`config.mk`:
```
export PLATFORM = sky130hd
export DESIGN_NAME = divider_restoring_eight_bit
export DESIGN_NICKNAME = d
export VERILOG_FILES = /design/src/rtl/alu_pkg.sv /design/src/rtl/div_trial_step.sv /design/src/rtl/divider_restoring_eight_bit.sv
export SDC_FILE = /design/constraint.sdc
export NUM_CORES = 1
export LEC_CHECK = 0
export CAP_MARGIN = 20
export CORE_ASPECT_RATIO = 1.2
export CORE_UTILIZATION = 30
export DETAILED_ROUTE_END_ITERATION = 16
export HOLD_SLACK_MARGIN = 0.08
export PLACE_DENSITY = 0.6
export SLEW_MARGIN = 20
export SYNTH_ARGS = -nofsm -noshare
export SYNTH_HDL_FRONTEND = slang
export SYNTH_SLANG_ARGS = --single-unit
```
`constraint.sdc`:
```
create_clock -name clk -period 2.95 [get_ports clk]
set_input_delay 0.59 -clock clk [delete_from_list [all_inputs] [get_ports clk]]
set_output_delay 0.59 -clock clk [all_outputs]
set_load 0.02 [all_outputs]
```
`src/rtl/alu_pkg.sv`:
```
// Shared ALU definitions: operand width, divider FSM encoding, divide-by-zero quotient.
// Latency: none (declarations only).
// Backpressure: none.
package alu_pkg;

  localparam int ALU_WIDTH = 8;

  // Divider FSM state, 2-bit encoding kept as plain constants for legacy tools.
  typedef logic [1:0] div_state_t;
  localparam div_state_t IDLE = 2'd0;
  localparam div_state_t RUN  = 2'd1;
  localparam div_state_t DONE = 2'd2;

  // Divide by zero returns an all-ones quotient; replicate this bit to WIDTH.
  localparam logic DIV_ZERO_Q_BIT = 1'b1;

endpackage

```
`src/rtl/div_trial_step.sv`:
```
// One restoring-division step: trial subtract of the divisor from the shifted remainder.
// Latency: combinational.
// Backpressure: none.
module div_trial_step
  import alu_pkg::*;
#(
  parameter int WIDTH = ALU_WIDTH
) (
  input  logic [WIDTH:0]   r_shifted,
  input  logic [WIDTH-1:0] d,
  output logic [WIDTH:0]   r_next,
  output logic             q_bit
);

  logic [WIDTH:0] trial;

  // Subtract in WIDTH+1 bits so the MSB is the borrow; keep the old value when it borrowed.
  always_comb begin
    trial  = r_shifted - {1'b0, d};
    q_bit  = ~trial[WIDTH];
    r_next = q_bit ? trial : r_shifted;
  end

endmodule

```
`src/rtl/divider_restoring_eight_bit.sv`:
```
// Sequential unsigned restoring divider, one quotient bit per clock.
// Latency: done in the cycle after WIDTH RUN steps (1 cycle after start for divide by zero).
// Backpressure: ready is low in RUN and DONE; start is ignored there.
module divider_restoring_eight_bit
  import alu_pkg::*;
#(
  parameter int WIDTH = ALU_WIDTH
) (
  input  logic             clk,
  input  logic             rst_n,
  input  logic             start,
  input  logic [WIDTH-1:0] dividend,
  input  logic [WIDTH-1:0] divisor,
  output logic             ready,
  output logic             done,
  output logic [WIDTH-1:0] quotient,
  output logic [WIDTH-1:0] remainder,
  output logic             div_zero
);

  localparam int CNT_W = $clog2(WIDTH);

  div_state_t       state;
  logic [CNT_W-1:0] cnt;
  logic [WIDTH-1:0] d_reg;
  logic [WIDTH:0]   r_reg;
  logic [WIDTH-1:0] q_reg;
  logic [WIDTH:0]   r_shifted;
  logic [WIDTH:0]   r_next;
  logic [WIDTH-1:0] q_next;
  logic             q_bit;

  assign ready = (state == IDLE);
  assign done  = (state == DONE);

  // Shift {R,Q} left by one: the quotient MSB moves into the remainder LSB.
  always_comb begin
    r_shifted = (r_reg << 1) | {{WIDTH{1'b0}}, q_reg[WIDTH-1]};
    q_next    = {q_reg[WIDTH-2:0], q_bit};
  end

  div_trial_step #(.WIDTH(WIDTH)) u_step (
    .r_shifted (r_shifted),
    .d         (d_reg),
    .r_next    (r_next),
    .q_bit     (q_bit)
  );

  // FSM plus datapath registers; results are published only when entering DONE.
  always_ff @(posedge clk or negedge rst_n) begin
    if (!rst_n) begin
      state     <= IDLE;
      cnt       <= '0;
      d_reg     <= '0;
      r_reg     <= '0;
      q_reg     <= '0;
      quotient  <= '0;
      remainder <= '0;
      div_zero  <= 1'b0;
    end else begin
      case (state)
        IDLE: begin
          if (start) begin
            if (divisor != '0) begin
              d_reg    <= divisor;
              q_reg    <= dividend;
              r_reg    <= '0;
              cnt      <= '0;
              div_zero <= 1'b0;
              state    <= RUN;
            end else begin
              quotient  <= {WIDTH{DIV_ZERO_Q_BIT}};
              remainder <= dividend;
              div_zero  <= 1'b1;
              state     <= DONE;
            end
          end
        end
        RUN: begin
          r_reg <= r_next;
          q_reg <= q_next;
          cnt   <= cnt + CNT_W'(1);
          if (cnt == CNT_W'(WIDTH - 1)) begin
            quotient  <= q_next;
            remainder <= r_next[WIDTH-1:0];
            state     <= DONE;
          end
        end
        DONE: begin
          state <= IDLE;
        end
        default: begin
          state <= IDLE;
        end
      endcase
    end
  end

endmodule

```
==> results.md, run 1 <==
| Step | Quantity | Value |
|---|---|---|
| power | Comb pwr share | 60.5% |
| synthesis | Async set or reset register ratio after synthesis | 100% |
| synthesis | Cell count after synthesis | 272 |
| global route | Total grt overflow | 0 |
| setup path | Required time of the critical path | 3.14 ns |
| floorplan | Initial cell density of the core | 30.7% |
| synthesis | Post-synth top flop | sky130_fd_sc_hd__dfrtp_1 |
| sta | Actual slew at the worst max-slew pin | 0.950 ns |
| detailed routing | Detailed Route WL | 6060 microns |
| sta | Setup TNS | 0 ns |
| synthesis | Yosys cell types | 50 |
| detailed routing | DR WL/cell | 14.9 microns |
| finish | Diode count | 0 |
| power | Leakage power | 1.29 nW |
| hold path | Hold WC Path Type | primary input to asynchronous set/reset pin |
| synthesis | Synth top area cells | sky130_fd_sc_hd__dfrtp_1, sky130_fd_sc_hd__nor2_1, sky130_fd_sc_hd__nand2_1 |
| finish | Nets@finish | 342 |
| sta | Fin. Hold Viols | 0 |
| clocking | Clock sink total | 46 |
| finish | Filler cells | 832 |
| setup path | Endpoint of the worst-slack reg-to-reg timing path | remainder[4] |
| floorplan | Chip height | 102 microns |
| detailed routing | Via count of the routed design | 2032 |
| power | Int Power | 0.00209 W |
| detailed routing | DRC | 0 |
| clocking | Clock tree root buffer cell | sky130_fd_sc_hd__clkbuf_8 |
| detailed routing | Routed Antenna Nets | 0 |
| clocking | TritonCTS clock tree | done |
| global route | Via count of the first global-routing pass | 2085 |
| synthesis | Synthesized area divided by synthesized cell count | 9.16 sq um |
| finish | Register cell area after layout | 1150 sq um |
| floorplan | Site Rows | 36 |
| setup path | Maximum fanout along the worst path | 7 |
| sta | Slew Limit Fails | 0 |
| job | Max-capacitance violation count | 0 |
| finish | Ratio of cells with drive above 1 in the final layout | 10.2% |
| clocking | Clock transition at the registers of the reported paths | 0.10 ns |
| clocking | CTS Buffer Depth | 2 |
| global route | First-pass GRT wire length | 10300 microns |
| synthesis | Sequential cell area fraction in the yosys report | 46.2% |
| setup path | Worst endpoint data arrival time | 2.66 ns |
| floorplan | Total die area | 8670 sq um |
| synthesis | Post-synth design cell area | 2490 sq um |
| global route | Maximum number of pins on one net before global-route repair | 47 |
| floorplan | Top-Level Pins | 38 |
| sta | Maximum clock rate | 0.404 GHz |
| place | Placer congestion estimate | 0.792 |
| floorplan | Horiz. Die Dim | 85.2 microns |
| sta | Unrepaired setup endpoints after global routing | no |
| setup path | Endpoint kind of the worst setup timing path | flip-flop |
| synthesis | Top cell type's share of synthesized area | 46.2% |
| power | Portion of total power attributed to sequential cells | 29.2% |
| global route | Tot GR Track Use | 15.5% |
| sta | Period utilisation layout | 83.8% |
| clocking | Number of resized instances in the post-cts repair step | 0 |
| floorplan | Floorplan core area | 8110 sq um |
| finish | Combined area of the multi-input logic cells | 1250 sq um |
| clocking | CTS H-tree lvls | 2 |
| clocking | Post-CTS repair timing setup buffer count | 0 |
| synthesis | Largest area contributor in the synthesized netlist | sky130_fd_sc_hd__dfrtp_1 |
| setup path | Register-to-register path setup slack | 0.48 ns |
| power | Worst IR Drop VDD | 0.000440 V |
| power | Power density over the cells | 1270 nW/um^2 |
| power | Net switching fraction of the power | 46.0% |
| place | Number of I/O port buffers | 37 |
| sta | Worst relative slew slack | 36.4% |
| sta | Clock period minus worst slack | 2.47 ns |
| power | Net Sw Power | 0.00178 W |
| status | Run status | complete, no violations |
| detailed routing | Detailed Routing Iterations Pass 1 | 4 |
| sta | Final setup violation count | 0 |
| setup path | Startpoint of the most critical register-to-register path | q_reg[7] |
| finish | Area Overhead vs Synth | 22.8% |
| power | Proportion of power drawn by the clock network | 10.3% |
| clocking | Number of buffers inserted during clock tree synthesis | 5 |
| setup path | Setup Crit Path Kind | flip-flop to flip-flop |
| detailed routing | 1st-iter DRT viols | 108 |
| synthesis | Synth Warn # | 0 |
| clocking | Clock Latency Late Sink | 0.31 ns |
| place | Placed wire-length estimate | 4470 microns |
| synthesis | Syn_nets | 302 |
| place | Total cell area at the placement stage | 2970 sq um |
| synthesis | Number of storage elements in the synthesis netlist | 46 |
| setup path | Critical path startpoint category | flip-flop |
| sta | Setup skew after layout | 0.0125 ns |
| power | Overall power | 0.00387 W |
| clocking | Number of hold buffers added after cts | 0 |
| setup path | Register-to-Register Path Depth | 10 |
| detailed routing | Vias per inst | 4.98 |
| synthesis | Number of enable flip-flop cells after synthesis | 0 |
| global route | Antenna violations before repair | 0 |
| finish | Final Cell Area | 3060 sq um |
==> cell families (layout without fill, tap and decap cells) <==
group,after synthesis,count (layout),synth area share (%)
DFF,46,46,46.2
adders and majority gates,11,11,5.83
xor gates and xnor gates,5,5,1.76
AOI/OAI and AO/OA,82,82,21.6
and+or+nand+nor,102,102,18.8
buffers and inverters,21,62,3.67
muxes,5,5,2.06
==> synthesized netlist by cell type (2+ instances only) <==
| cell type | instances |
|---|---|
| sky130_fd_sc_hd__a21oi_2 | 3 |
| sky130_fd_sc_hd__a21o_1 | 4 |
| sky130_fd_sc_hd__a22o_1 | 2 |
| sky130_fd_sc_hd__a21oi_1 | 19 |
| sky130_fd_sc_hd__o21ai_0 | 24 |
| sky130_fd_sc_hd__dfrtp_1 | 46 |
| sky130_fd_sc_hd__and3_1 | 2 |
| sky130_fd_sc_hd__o221ai_1 | 3 |
| sky130_fd_sc_hd__ha_1 | 10 |
| sky130_fd_sc_hd__buf_4 | 2 |
| sky130_fd_sc_hd__buf_2 | 3 |
| sky130_fd_sc_hd__o31ai_1 | 2 |
| sky130_fd_sc_hd__nand3_1 | 6 |
| sky130_fd_sc_hd__inv_1 | 11 |
| sky130_fd_sc_hd__a31oi_1 | 10 |
| sky130_fd_sc_hd__nor2_1 | 41 |
| sky130_fd_sc_hd__nand2b_1 | 3 |
| sky130_fd_sc_hd__clkbuf_1 | 4 |
| sky130_fd_sc_hd__nand3b_1 | 3 |
| sky130_fd_sc_hd__xnor2_1 | 4 |
| sky130_fd_sc_hd__nand2_1 | 36 |
| sky130_fd_sc_hd__o22ai_1 | 2 |
| sky130_fd_sc_hd__mux2i_1 | 4 |
| sky130_fd_sc_hd__nor4_2 | 2 |
==> through the flow <==
| step | cells | hold WS [ns] | setup WS, ns | utilization, % |
|---|---|---|---|---|
| finish | 408 | 0.357 | 0.478 | 37.7 |
| global route | 408 | 0.427 | 0.338 | 37.7 |
| CTS | 408 | 0.395 | 0.476 | 37.7 |
| detailed placement | 400 | 0.473 | 0.283 | 36.6 |
| global placement | 400 | 0.463 | 0.353 | 36.6 |
| floorplan | 272 | 0.294 | 0.691 | - |
==> area by class of cell <==
class | count | area share, %
clock buffers | 5 | 2.25
clock inverters | 3 | 0.614
multi-input cells | 205 | 40.8
inverters | 11 | 1.35
repair buffers | 43 | 13.4
well taps | 95 | 3.89
flip-flops and latches | 46 | 37.6
==> critical path, stage by stage (launching register included) <==
cell,delay [ns]
sky130_fd_sc_hd__dfrtp_1,0.41
sky130_fd_sc_hd__inv_1,0.06
sky130_fd_sc_hd__ha_1,0.15
sky130_fd_sc_hd__inv_1,0.06
sky130_fd_sc_hd__fa_1,0.44
sky130_fd_sc_hd__a211oi_4,0.28
sky130_fd_sc_hd__nor3_1,0.10
sky130_fd_sc_hd__or2_4,0.25
sky130_fd_sc_hd__nor2_4,0.18
sky130_fd_sc_hd__mux2i_1,0.30
sky130_fd_sc_hd__o31ai_1,0.12
==> worst max path at each step <==
stage	startpoint	to	slack [ns]	depth (start not counted)
3_5_place_dp	divisor[4]	q_reg[3]	0.28	7
6_report	q_reg[7]	remainder[4]	0.48	10
3_3_place_gp	divisor[4]	q_reg[4]	0.35	7
5_1_grt	q_reg[7]	r_reg[7]	0.34	10
2_1_floorplan	q_reg[7]	remainder[2]	0.69	10
4_1_cts	q_reg[7]	remainder[4]	0.48	10
==> power groups by stage <==
stage / Sequential, W / Combinational (W) / Clock [W]
floorplan: 0.00119 / 0.00162 / 0
global placement: 0.00114 / 0.00232 / 0
detailed placement: 0.00114 / 0.00234 / 0
CTS: 0.00113 / 0.00236 / 0.000414
global route: 0.00117 / 0.00264 / 0.000437
finish: 0.00113 / 0.00235 / 0.000398
==> layout by cell type, fill, tap and decap left out, types with 3 or more instances in the layout <==
| cell type | instances |
|---|---|
| sky130_fd_sc_hd__o21ai_0 | 24 |
| sky130_fd_sc_hd__nand2b_1 | 3 |
| sky130_fd_sc_hd__nand3b_1 | 3 |
| sky130_fd_sc_hd__nand2_1 | 36 |
| sky130_fd_sc_hd__a21oi_1 | 19 |
| sky130_fd_sc_hd__nand3_1 | 6 |
| sky130_fd_sc_hd__inv_1 | 11 |
| sky130_fd_sc_hd__mux2i_1 | 4 |
| sky130_fd_sc_hd__xnor2_1 | 4 |
| sky130_fd_sc_hd__dfrtp_1 | 46 |
| sky130_fd_sc_hd__clkdlybuf4s50_1 | 36 |
| sky130_fd_sc_hd__a21o_1 | 4 |
| sky130_fd_sc_hd__nor2_1 | 41 |
| sky130_fd_sc_hd__buf_4 | 6 |
| sky130_fd_sc_hd__o221ai_1 | 3 |
| sky130_fd_sc_hd__a21oi_2 | 3 |
| sky130_fd_sc_hd__clkbuf_8 | 5 |
| sky130_fd_sc_hd__ha_1 | 10 |
| sky130_fd_sc_hd__a31oi_1 | 10 |
==> routing by layer <==
layer  part of all wire (%)  up-vias  global-route usage, %
met3                    3.0        9                   2.75
met2                     50       33                   27.2
met4                    2.0        0                   5.61
met1                     45      961                   19.2
li1                       -     1029                      -
met5                      0        -                      0
No activity file was read; power rests on OpenSTA's default activity.
==> inputs of run 2 (changes only) <==
==> constraint.sdc (replaced) <==
create_clock -name clk -period 2.5 [get_ports clk]
set_input_delay 0.5 -clock clk [delete_from_list [all_inputs] [get_ports clk]]
set_output_delay 0.5 -clock clk [all_outputs]
set_load 0.02 [all_outputs]
==> run 2 against run 1 <==
Against the previous run: sequential power rose by 18%; sequential share of layout area fell by 1.1 points; core utilization rose by 1.1 points.
==> results.md, run 2 (synthesized netlist as in run 1, its figures left out) <==
| Step | Quantity | Value |
|---|---|---|
| setup path | Slowest stage delay, CP | 0.40 ns |
| global route | GRT met3 Usage | 2.50% |
| global route | Tot GR Track Use | 15.2% |
| finish | Filler cells | 842 |
| finish | Area Overhead vs Synth | 26.4% |
| global route | Antenna violations before repair | 0 |
| setup path | Required time of the critical path | 2.68 ns |
| sta | Setup TNS | 0 ns |
| finish | Leading cell type in the layout, fill and taps excluded | sky130_fd_sc_hd__dfrtp_1 |
| detailed routing | Routed Antenna Nets | 0 |
| sta | Actual slew at the worst max-slew pin | 0.688 ns |
| sta | Maximum clock rate | 0.416 GHz |
| floorplan | Top-Level Pins | 38 |
| sta | Fin. Hold Viols | 0 |
| sta | Clock period minus worst slack | 2.40 ns |
| detailed routing | Via count of the routed design | 2114 |
| sta | Worst-case setup margin in the final layout | 0.0981 ns |
| global route | Via count of the first global-routing pass | 2102 |
| finish | Ratio of cells with drive above 1 in the final layout | 14.4% |
| setup path | Maximum fanout along the worst path | 6 |
| finish | Register cell area after layout | 1150 sq um |
| clocking | Clock Latency Late Sink | 0.31 ns |
| setup path | Setup Crit Path Kind | flip-flop to flip-flop |
| detailed routing | DRC | 0 |
| global route | First-pass GRT wire length | 10300 microns |
| clocking | Number of buffers inserted during clock tree synthesis | 5 |
| job | Max-capacitance violation count | 0 |
| hold path | Hold WC Path Type | primary input to asynchronous set/reset pin |
| finish | Commonest non-fill, non-tap cells in the layout | sky130_fd_sc_hd__dfrtp_1, sky130_fd_sc_hd__nor2_1, sky130_fd_sc_hd__nand2_1, sky130_fd_sc_hd__clkdlybuf4s50_1, sky130_fd_sc_hd__o21ai_0 |
| power | Worst IR Drop VDD | 0.000583 V |
| place | Instance count after placement with tap cells included | 404 |
| clocking | CTS H-tree lvls | 2 |
| floorplan | Total die area | 8670 sq um |
| finish | Final instance count without filler cells | 414 |
| global route | Most crowded layer after global routing | met2 |
| clocking | Clock tree root buffer cell | sky130_fd_sc_hd__clkbuf_8 |
| place | Placer congestion estimate | 0.812 |
| sta | Slew Limit Fails | 0 |
| clocking | TritonCTS clock tree | done |
| place | Minimum setup slack after placement | 0.0504 ns |
| place | Placed wire-length estimate | 4370 microns |
| detailed routing | Detailed Routing Iterations Pass 1 | 4 |
| sta | Final setup violation count | 0 |
| global route | Total grt overflow | 0 |
| detailed routing | Vias per inst | 5.11 |
| global route | Global-route track usage on met2 | 25.6% |
| sta | Worst relative slew slack | 54.1% |
| status | Run status | complete, no violations |
| detailed routing | 1st-iter DRT viols | 124 |
| floorplan | Horiz. Die Dim | 85.2 microns |
| setup path | Critical path startpoint category | flip-flop |
| clocking | Clock transition at the registers of the reported paths | 0.09 ns |
| place | Number of I/O port buffers | 37 |
| clocking | Clock sink total | 46 |
| floorplan | Chip height | 102 microns |
| floorplan | Floorplan core area | 8110 sq um |
| finish | Combined area of the multi-input logic cells | 1270 sq um |
| sta | Hold Slack | 0.272 ns |
| setup path | Max stage delay cell, worst path | sky130_fd_sc_hd__dfrtp_1 |
| power | Power density over the cells | 1530 nW/um^2 |
| finish | Nets@finish | 348 |
| detailed routing | DR WL/cell | 14.7 microns |
| finish | Diode count | 0 |
| setup path | Crit-path cells | inv_1 > ha_2 > inv_2 > fa_2 > a211oi_4 > nor3_2 > or2_4 > nor2_4 > mux2i_2 > o21ai_1 |
| sta | Setup skew after layout | 0.00757 ns |
| sta | Period utilisation layout | 96.1% |
| clocking | CTS Buffer Depth | 2 |
| setup path | Worst endpoint data arrival time | 2.58 ns |
| floorplan | Site Rows | 36 |
| power | Overall power | 0.00480 W |
| setup path | Endpoint kind of the worst setup timing path | flip-flop |
| global route | Met1 Track Usage GR | 20.4% |
| detailed routing | Detailed Route WL | 6070 microns |
| global route | Maximum number of pins on one net before global-route repair | 47 |
| power | Leakage power | 1.32 nW |
| sta | Unrepaired setup endpoints after global routing | yes |
| floorplan | Initial cell density of the core | 30.7% |
run 2: worst paths after layout:
kind	start	endpoint	slack, ns	depth (start not counted)
min in group clk	cnt[0]	cnt[0]	0.48	1
min reg2reg	cnt[0]	cnt[0]	0.48	1
max in group asynchronous	rst_n	state[0]	1.81	2
max reg2reg	q_reg[7]	r_reg[4]	0.1	10
min	rst_n	d_reg[5]	0.27	2
max	q_reg[7]	r_reg[4]	0.1	10
run 2: timing repair:
action,in CTS,in global routing
gates resized for setup,0,11
hold buffers,0,0
endpoints found under the setup margin,0,14
buffers inserted,0,2
run 2: power breakdown:
group | total [W] | switching (W) | internal [W]
Sequential | 0.00133 | 0.000245 | 0.00109
Clock | 0.000491 | 0.000268 | 0.000223
Combinational | 0.00298 | 0.00165 | 0.00132
Total | 0.00480 | 0.00217 | 0.00263
run 2: final cells by class:
class	instances	share of cell area [%]
multi-input combinational	205	40.5
sequential	46	36.6
timing repair buffer	49	14.9
tap	95	3.78
clock buffer	6	2.62
inverter	11	1.31
clock inverter	2	0.397
run 2: per-stage QoR:
| stage | cell area [sq um] | utilization [%] |
|---|---|---|
| after floorplan | 2490 | - |
| after global placement | 3010 | 37.2 |
| after detailed placement | 3010 | 37.2 |
| after CTS | 3110 | 38.3 |
| after global routing | 3150 | 38.8 |
| final | 3150 | 38.8 |
run 2: worst max-delay path, delay by kind of cell, from the launching register on:
kind            cells  cell delay [ns]
compound gates      2             0.40
buf+inv             2             0.10
mux                 1             0.30
simple gates        3             0.56
fa+ha+maj           2             0.53
flops               1             0.40
run 2: metal layers:
| metal | wire length (microns) | vias up |
|---|---|---|
| met1 | 2750 | 1022 |
| met2 | 3000 | 40 |
| met4 | 79 | 0 |
| met3 | 247 | 8 |
| li1 | - | 1044 |
| met5 | 0 | - |
